**src/rtl/sdram_arbiter.sv**
```systemverilog
// Two-master SDRAM command arbiter: video burst reads against single-word CPU accesses,
// with bounded CPU starvation and one outstanding transaction at a time.
module sdram_arbiter #(
  parameter int C_addr_bits   = 22,
  parameter int C_data_bits   = 32,
  parameter int C_burst       = 8,
  parameter int C_cpu_maxwait = 3
) (
  input  logic                     clk,
  input  logic                     reset,
  input  logic                     cpu_req,
  input  logic                     cpu_we,
  input  logic [C_addr_bits-1:0]   cpu_addr,
  input  logic [C_data_bits-1:0]   cpu_wdata,
  input  logic [C_data_bits/8-1:0] cpu_be,
  output logic                     cpu_ack,
  output logic                     cpu_rvalid,
  output logic [C_data_bits-1:0]   cpu_rdata,
  input  logic                     vid_req,
  input  logic [C_addr_bits-1:0]   vid_addr,
  output logic                     vid_ack,
  output logic                     vid_rvalid,
  output logic [C_data_bits-1:0]   vid_rdata,
  output logic                     mem_valid,
  output logic                     mem_we,
  output logic [C_addr_bits-1:0]   mem_addr,
  output logic [C_data_bits-1:0]   mem_wdata,
  output logic [C_data_bits/8-1:0] mem_be,
  output logic [4:0]               mem_len,
  input  logic                     mem_ready,
  input  logic                     mem_rvalid,
  input  logic [C_data_bits-1:0]   mem_rdata,
  output logic                     busy,
  output logic                     proto_err,
  output logic [1:0]               dbg_state,
  output logic [7:0]               dbg_wait_cnt
);

  // Handshake: a command transfers on the cycle mem_valid && mem_ready; requesters hold
  // req and fields until their one-cycle ack; read data is one word per mem_rvalid.
  typedef enum logic [1:0] {IDLE = 2'd0, ISSUE = 2'd1, RDATA = 2'd2} state_t;

  state_t                   state, state_nxt;
  logic                     owner_vid;
  logic                     lat_we;
  logic [C_addr_bits-1:0]   lat_addr;
  logic [C_data_bits-1:0]   lat_wdata;
  logic [C_data_bits/8-1:0] lat_be;
  logic [4:0]               lat_len;
  logic [4:0]               cnt;
  logic [7:0]               wait_cnt;
  logic                     cpu_pend, vid_pend;
  logic                     grant_vid, grant_cpu, accept, last_word;

  // Video wins ties until the CPU has been passed over C_cpu_maxwait times.
  assign grant_vid = (state == IDLE) && vid_req &&
                     !(cpu_req && (wait_cnt == 8'(C_cpu_maxwait)));
  assign grant_cpu = (state == IDLE) && cpu_req && !grant_vid;
  assign accept    = (state == ISSUE) && mem_ready;
  assign last_word = (state == RDATA) && mem_rvalid && (cnt == 5'd1);

  always_ff @(posedge clk or posedge reset) begin
    if (reset) state <= IDLE;
    else       state <= state_nxt;
  end

  always_comb begin
    state_nxt = state;
    case (state)
      IDLE:    if (grant_vid || grant_cpu) state_nxt = ISSUE;
      ISSUE:   if (mem_ready) state_nxt = lat_we ? IDLE : RDATA;
      RDATA:   if (last_word) state_nxt = IDLE;
      default: state_nxt = IDLE;
    endcase
  end

  always_ff @(posedge clk or posedge reset) begin
    if (reset) begin
      owner_vid <= 1'b0;
      lat_we    <= 1'b0;
      lat_addr  <= '0;
      lat_wdata <= '0;
      lat_be    <= '0;
      lat_len   <= '0;
      cnt       <= '0;
      wait_cnt  <= '0;
      cpu_pend  <= 1'b0;
      vid_pend  <= 1'b0;
      proto_err <= 1'b0;
    end else begin
      if (grant_vid) begin
        owner_vid <= 1'b1;
        lat_we    <= 1'b0;
        lat_addr  <= vid_addr;
        lat_wdata <= '0;
        lat_be    <= '1;
        lat_len   <= 5'(C_burst);
        if (cpu_req && (wait_cnt != 8'(C_cpu_maxwait))) wait_cnt <= wait_cnt + 8'd1;
      end else if (grant_cpu) begin
        owner_vid <= 1'b0;
        lat_we    <= cpu_we;
        lat_addr  <= cpu_addr;
        lat_wdata <= cpu_wdata;
        lat_be    <= cpu_be;
        lat_len   <= 5'd1;
        wait_cnt  <= '0;
      end
      if (accept && !lat_we) cnt <= lat_len;
      else if ((state == RDATA) && mem_rvalid && (cnt != 5'd0)) cnt <= cnt - 5'd1;
      // A pending request is one seen high and not yet acknowledged.
      cpu_pend <= cpu_req && !cpu_ack;
      vid_pend <= vid_req && !vid_ack;
      if ((mem_rvalid && (state != RDATA)) || (cpu_pend && !cpu_req) || (vid_pend && !vid_req))
        proto_err <= 1'b1;
    end
  end

  always_comb begin
    mem_valid  = (state == ISSUE);
    mem_we     = mem_valid && lat_we;
    mem_addr   = mem_valid ? lat_addr  : '0;
    mem_wdata  = mem_valid ? lat_wdata : '0;
    mem_be     = mem_valid ? lat_be    : '0;
    mem_len    = mem_valid ? lat_len   : '0;
    cpu_ack    = accept && !owner_vid;
    vid_ack    = accept && owner_vid;
    cpu_rvalid = (state == RDATA) && mem_rvalid && !owner_vid;
    vid_rvalid = (state == RDATA) && mem_rvalid && owner_vid;
    cpu_rdata  = cpu_rvalid ? mem_rdata : '0;
    vid_rdata  = vid_rvalid ? mem_rdata : '0;
    busy       = (state != IDLE);
  end

  assign dbg_state    = state;
  assign dbg_wait_cnt = wait_cnt;

endmodule

```
**config.mk**
```make
export PLATFORM = sky130hd
export DESIGN_NAME = sdram_arbiter
export DESIGN_NICKNAME = d
export VERILOG_FILES = /design/src/rtl/sdram_arbiter.sv
export SDC_FILE = /design/constraint.sdc
export NUM_CORES = 1
export LEC_CHECK = 0
export CAP_MARGIN = 20
export CORE_MARGIN = 3
export CORE_UTILIZATION = 41
export CTS_BUF_LIST = sky130_fd_sc_hd__clkbuf_4 sky130_fd_sc_hd__clkbuf_8
export DETAILED_ROUTE_END_ITERATION = 7
export PLACE_DENSITY_LB_ADDON = 0.08
export SETUP_SLACK_MARGIN = 0.1
export SYNTH_ARGS = -nofsm -noshare
export SYNTH_HDL_FRONTEND = slang
export SYNTH_SLANG_ARGS = --single-unit
```
**constraint.sdc**
```tcl
create_clock -name clk -period 4.3 [get_ports clk]
set_input_delay 1.29 -clock clk [delete_from_list [all_inputs] [get_ports clk]]
set_output_delay 1.29 -clock clk [all_outputs]
set_load 0.02 [all_outputs]
```
==> flow_metrics.tcl <==
set metrics [dict create \
    fin_hold_ws_ns 0.483 \
    final_nets 798 \
    clk_path_buf_depth 2 \
    synth_edf_count 0 \
    finalSetupTns_ns 0 \
    grt_pass1_vias 4096 \
    finalMaxSlewViolations 0 \
    path_class "in -> out" \
    dp_hpwl_mm 10.9 \
    place.gp.congestion 0.838 \
    post_cts_buffers 0 \
    setup_viol 0 \
    leakage_nw 3.44 \
    cellPowerDensity_nw_per_um2 523 \
    clk_pin_slew_ns 0.07 \
    irDropWorstVdd_mv 0.396 \
    yosys.area.top_type "dfrtp_1" \
    max_stage_delay_ns 0.51 \
    cts.htree.levels 3 \
    syn_to_final_growth_pct 68.3 \
    yosys_warnings 0 \
    ant_nets 0 \
    firstDrtPassIters 5 \
    hold_buffers 0 \
    setup.worst_path.start_class "primary input" \
    std_cell_rows 36 \
    grt_pass1_wl_mm 22.2 \
    synth_common_cells "94 x and2_1, 79 x dfrtp_1, 34 x and3_1" \
    crit_path_top_delay_cell "clkdlybuf4s50_1" \
    drv_cap 0 \
    finalHoldViolations 0 \
    clock-sinks 79 \
    rsz0062_at_grt "false" \
    crit_required_ns 3.01 \
    min_path_type "reg -> reg" \
    yosysMostFrequentCell "and2_1" \
    ys_ff_latch 79 \
    power_frac_seq 0.329 \
    routed_wl_mm 14.4 \
    synth_area_sq_um 4190 \
    ys_seq_area_frac 0.472 \
    power_frac_clock 0.143 \
    fp.dieW_um 107 \
    p_comb_frac 0.528 \
    cts-root-buf "clkbuf_8" \
    dieArea_sq_um 11500 \
    netlist_top_cells_area "dfrtp_1 47%, and2_1 14%, a22o_1 6.9%" \
    netSwitchingPower_mw 1.48 \
    clkLatencyLatePin_ns 0.35 \
    antenna_found_initial 1 \
    boundaryPins 264 \
    period_share 0.950 \
    core_sq_um 9860 \
    max_freq_ghz 0.245 \
    synth_top_area_share 0.472 \
    first_iter_violations 215 \
    fp.dieH_um 107 \
    skew_ns 0.0162 \
    fillCellCount 785 \
    ys.flop_type "dfrtp_1" \
    grt_max_degree 61 \
    drc 0 \
    status "finished, final reports clean" \
    netlist_instances 428 \
    cp-end-kind "primary output" \
    synth_cell_types 46 \
    arrival_ns 2.79 \
    place_worst_setup_slack_ns -0.0955 \
    worst_slack_ns 0.217 \
    cp_max_fo 24 \
    cts_buffers 9 \
    vias 4148 \
    wire_per_inst_um 17.7 \
    tightest_slew_ns 0.792 \
    path_cells "clkdlybuf4s50_1 > nand3b_1 > nor2_1 > buf_6 > and2_1 > dlygate4sd2_1" \
    grt_overflow_total 0 \
    syn_avg_cell_area_sq_um 9.78 \
    async_reset_ff_frac 1.00 \
    io_buffers 260 \
    grt_usage 0.248 \
    drive_gt1_frac 0.0618 \
    fin_crit_ns 4.08 \
    vias_per_cell 5.10 \
    cts_tree "yes" \
    p_sw_frac 0.401 \
    intPower_mw 2.21 \
    slew_headroom 0.471 \
    floorplan.initialDensity 0.425 \
]
[cells in the final DEF (no fill, tap or decap), drive strengths merged, types with 6 or more instances in the layout]
cell / count
o221a: 6
dlygate4sd2: 64
a22oi: 16
nand2: 8
clkdlybuf4s50: 194
and2: 94
inv: 24
buf: 14
o21ai: 21
clkbuf: 12
and3: 34
dfrtp: 79
nor2: 17
a22o: 33
nand2b: 8
[final timing paths]
kind / endpoint / cells past startpoint / slack [ns] / startpoint
max in group asynchronous: lat_len[3] / 4 / 2.34 / reset
min in group asynchronous: lat_wdata[12] / 2 / 1.20 / reset
min: lat_be[3] / 2 / 0.48 / lat_be[3]
max reg2reg: lat_be[0] / 6 / 1.93 / dbg_wait_cnt[0]
min reg2reg: lat_be[3] / 2 / 0.48 / lat_be[3]
max: cpu_rdata[17] / 6 / 0.22 / mem_rvalid
[metrics by stage]
stage          std cells  cell area (sq um)  utilization  power [mW]
2_1_floorplan        430               4200            -        2.35
3_3_place_gp         797               6910        0.700        3.17
3_5_place_dp         797               6910        0.700        3.21
4_1_cts              812               7020        0.712        3.72
5_1_grt              814               7050        0.714        3.95
6_report             814               7050        0.714        3.69
[cell type report]
class,count,area [sq um],area share
tap,133,166,0.0236
sequential,79,1980,0.280
inverter,24,91.3,0.0130
multi-input combinational,289,1970,0.280
clock buffer,12,165,0.0234
timing repair buffer,273,2650,0.376
antenna,1,2.50,0.000355
clock inverter,3,25.0,0.00355
[worst max-delay path, delay by kind of cell]
family	cells	cell delay, ns
buffers and inverters	3	1.06
and+or+nand+nor	3	0.44
[registers in the layout, indices dropped and copies added (netlist names)]
register / cells
lat_addr: 22
lat_be: 4
dbg_wait_cnt: 8
cnt: 5
dbg_state: 2
lat_wdata: 32
lat_len: 2
lat_we: 1
vid_pend: 1
proto_err: 1
cpu_pend: 1
[what timing repair did]
item                       4_1_cts  5_1_grt
gates cloned                     0        0
setup endpoints to repair       64        1
gates resized for setup         65        1
[kinds of logic (layout without fill, tap and decap cells)]
group,count (synthesis),count (layout),synth area share
compound gates,94,94,0.173
other cells,1,4,0.000895
fa+ha+maj,3,3,0.00896
simple gates,181,181,0.262
buf+inv,62,312,0.0663
xor+xnor,8,8,0.0167
flops,79,79,0.472
[power groups by stage]
stage          sequential [mW]  combinational [mW]  clock [mW]
2_1_floorplan             1.18                1.17           0
5_1_grt                   1.25                2.12       0.579
3_5_place_dp              1.22                1.99           0
6_report                  1.21                1.95       0.527
3_3_place_gp              1.21                1.96           0
4_1_cts                   1.21                1.97       0.542
[metal layers]
layer | track usage | wire length (um) | vias up
li1 | - | - | 1965
met4 | 0.0822 | 381 | 0
met1 | 0.307 | 5530 | 1975
met2 | 0.409 | 7170 | 186
met5 | 0 | 0 | -
met3 | 0.0795 | 1310 | 22
No activity file was read; power rests on OpenSTA's default activity.
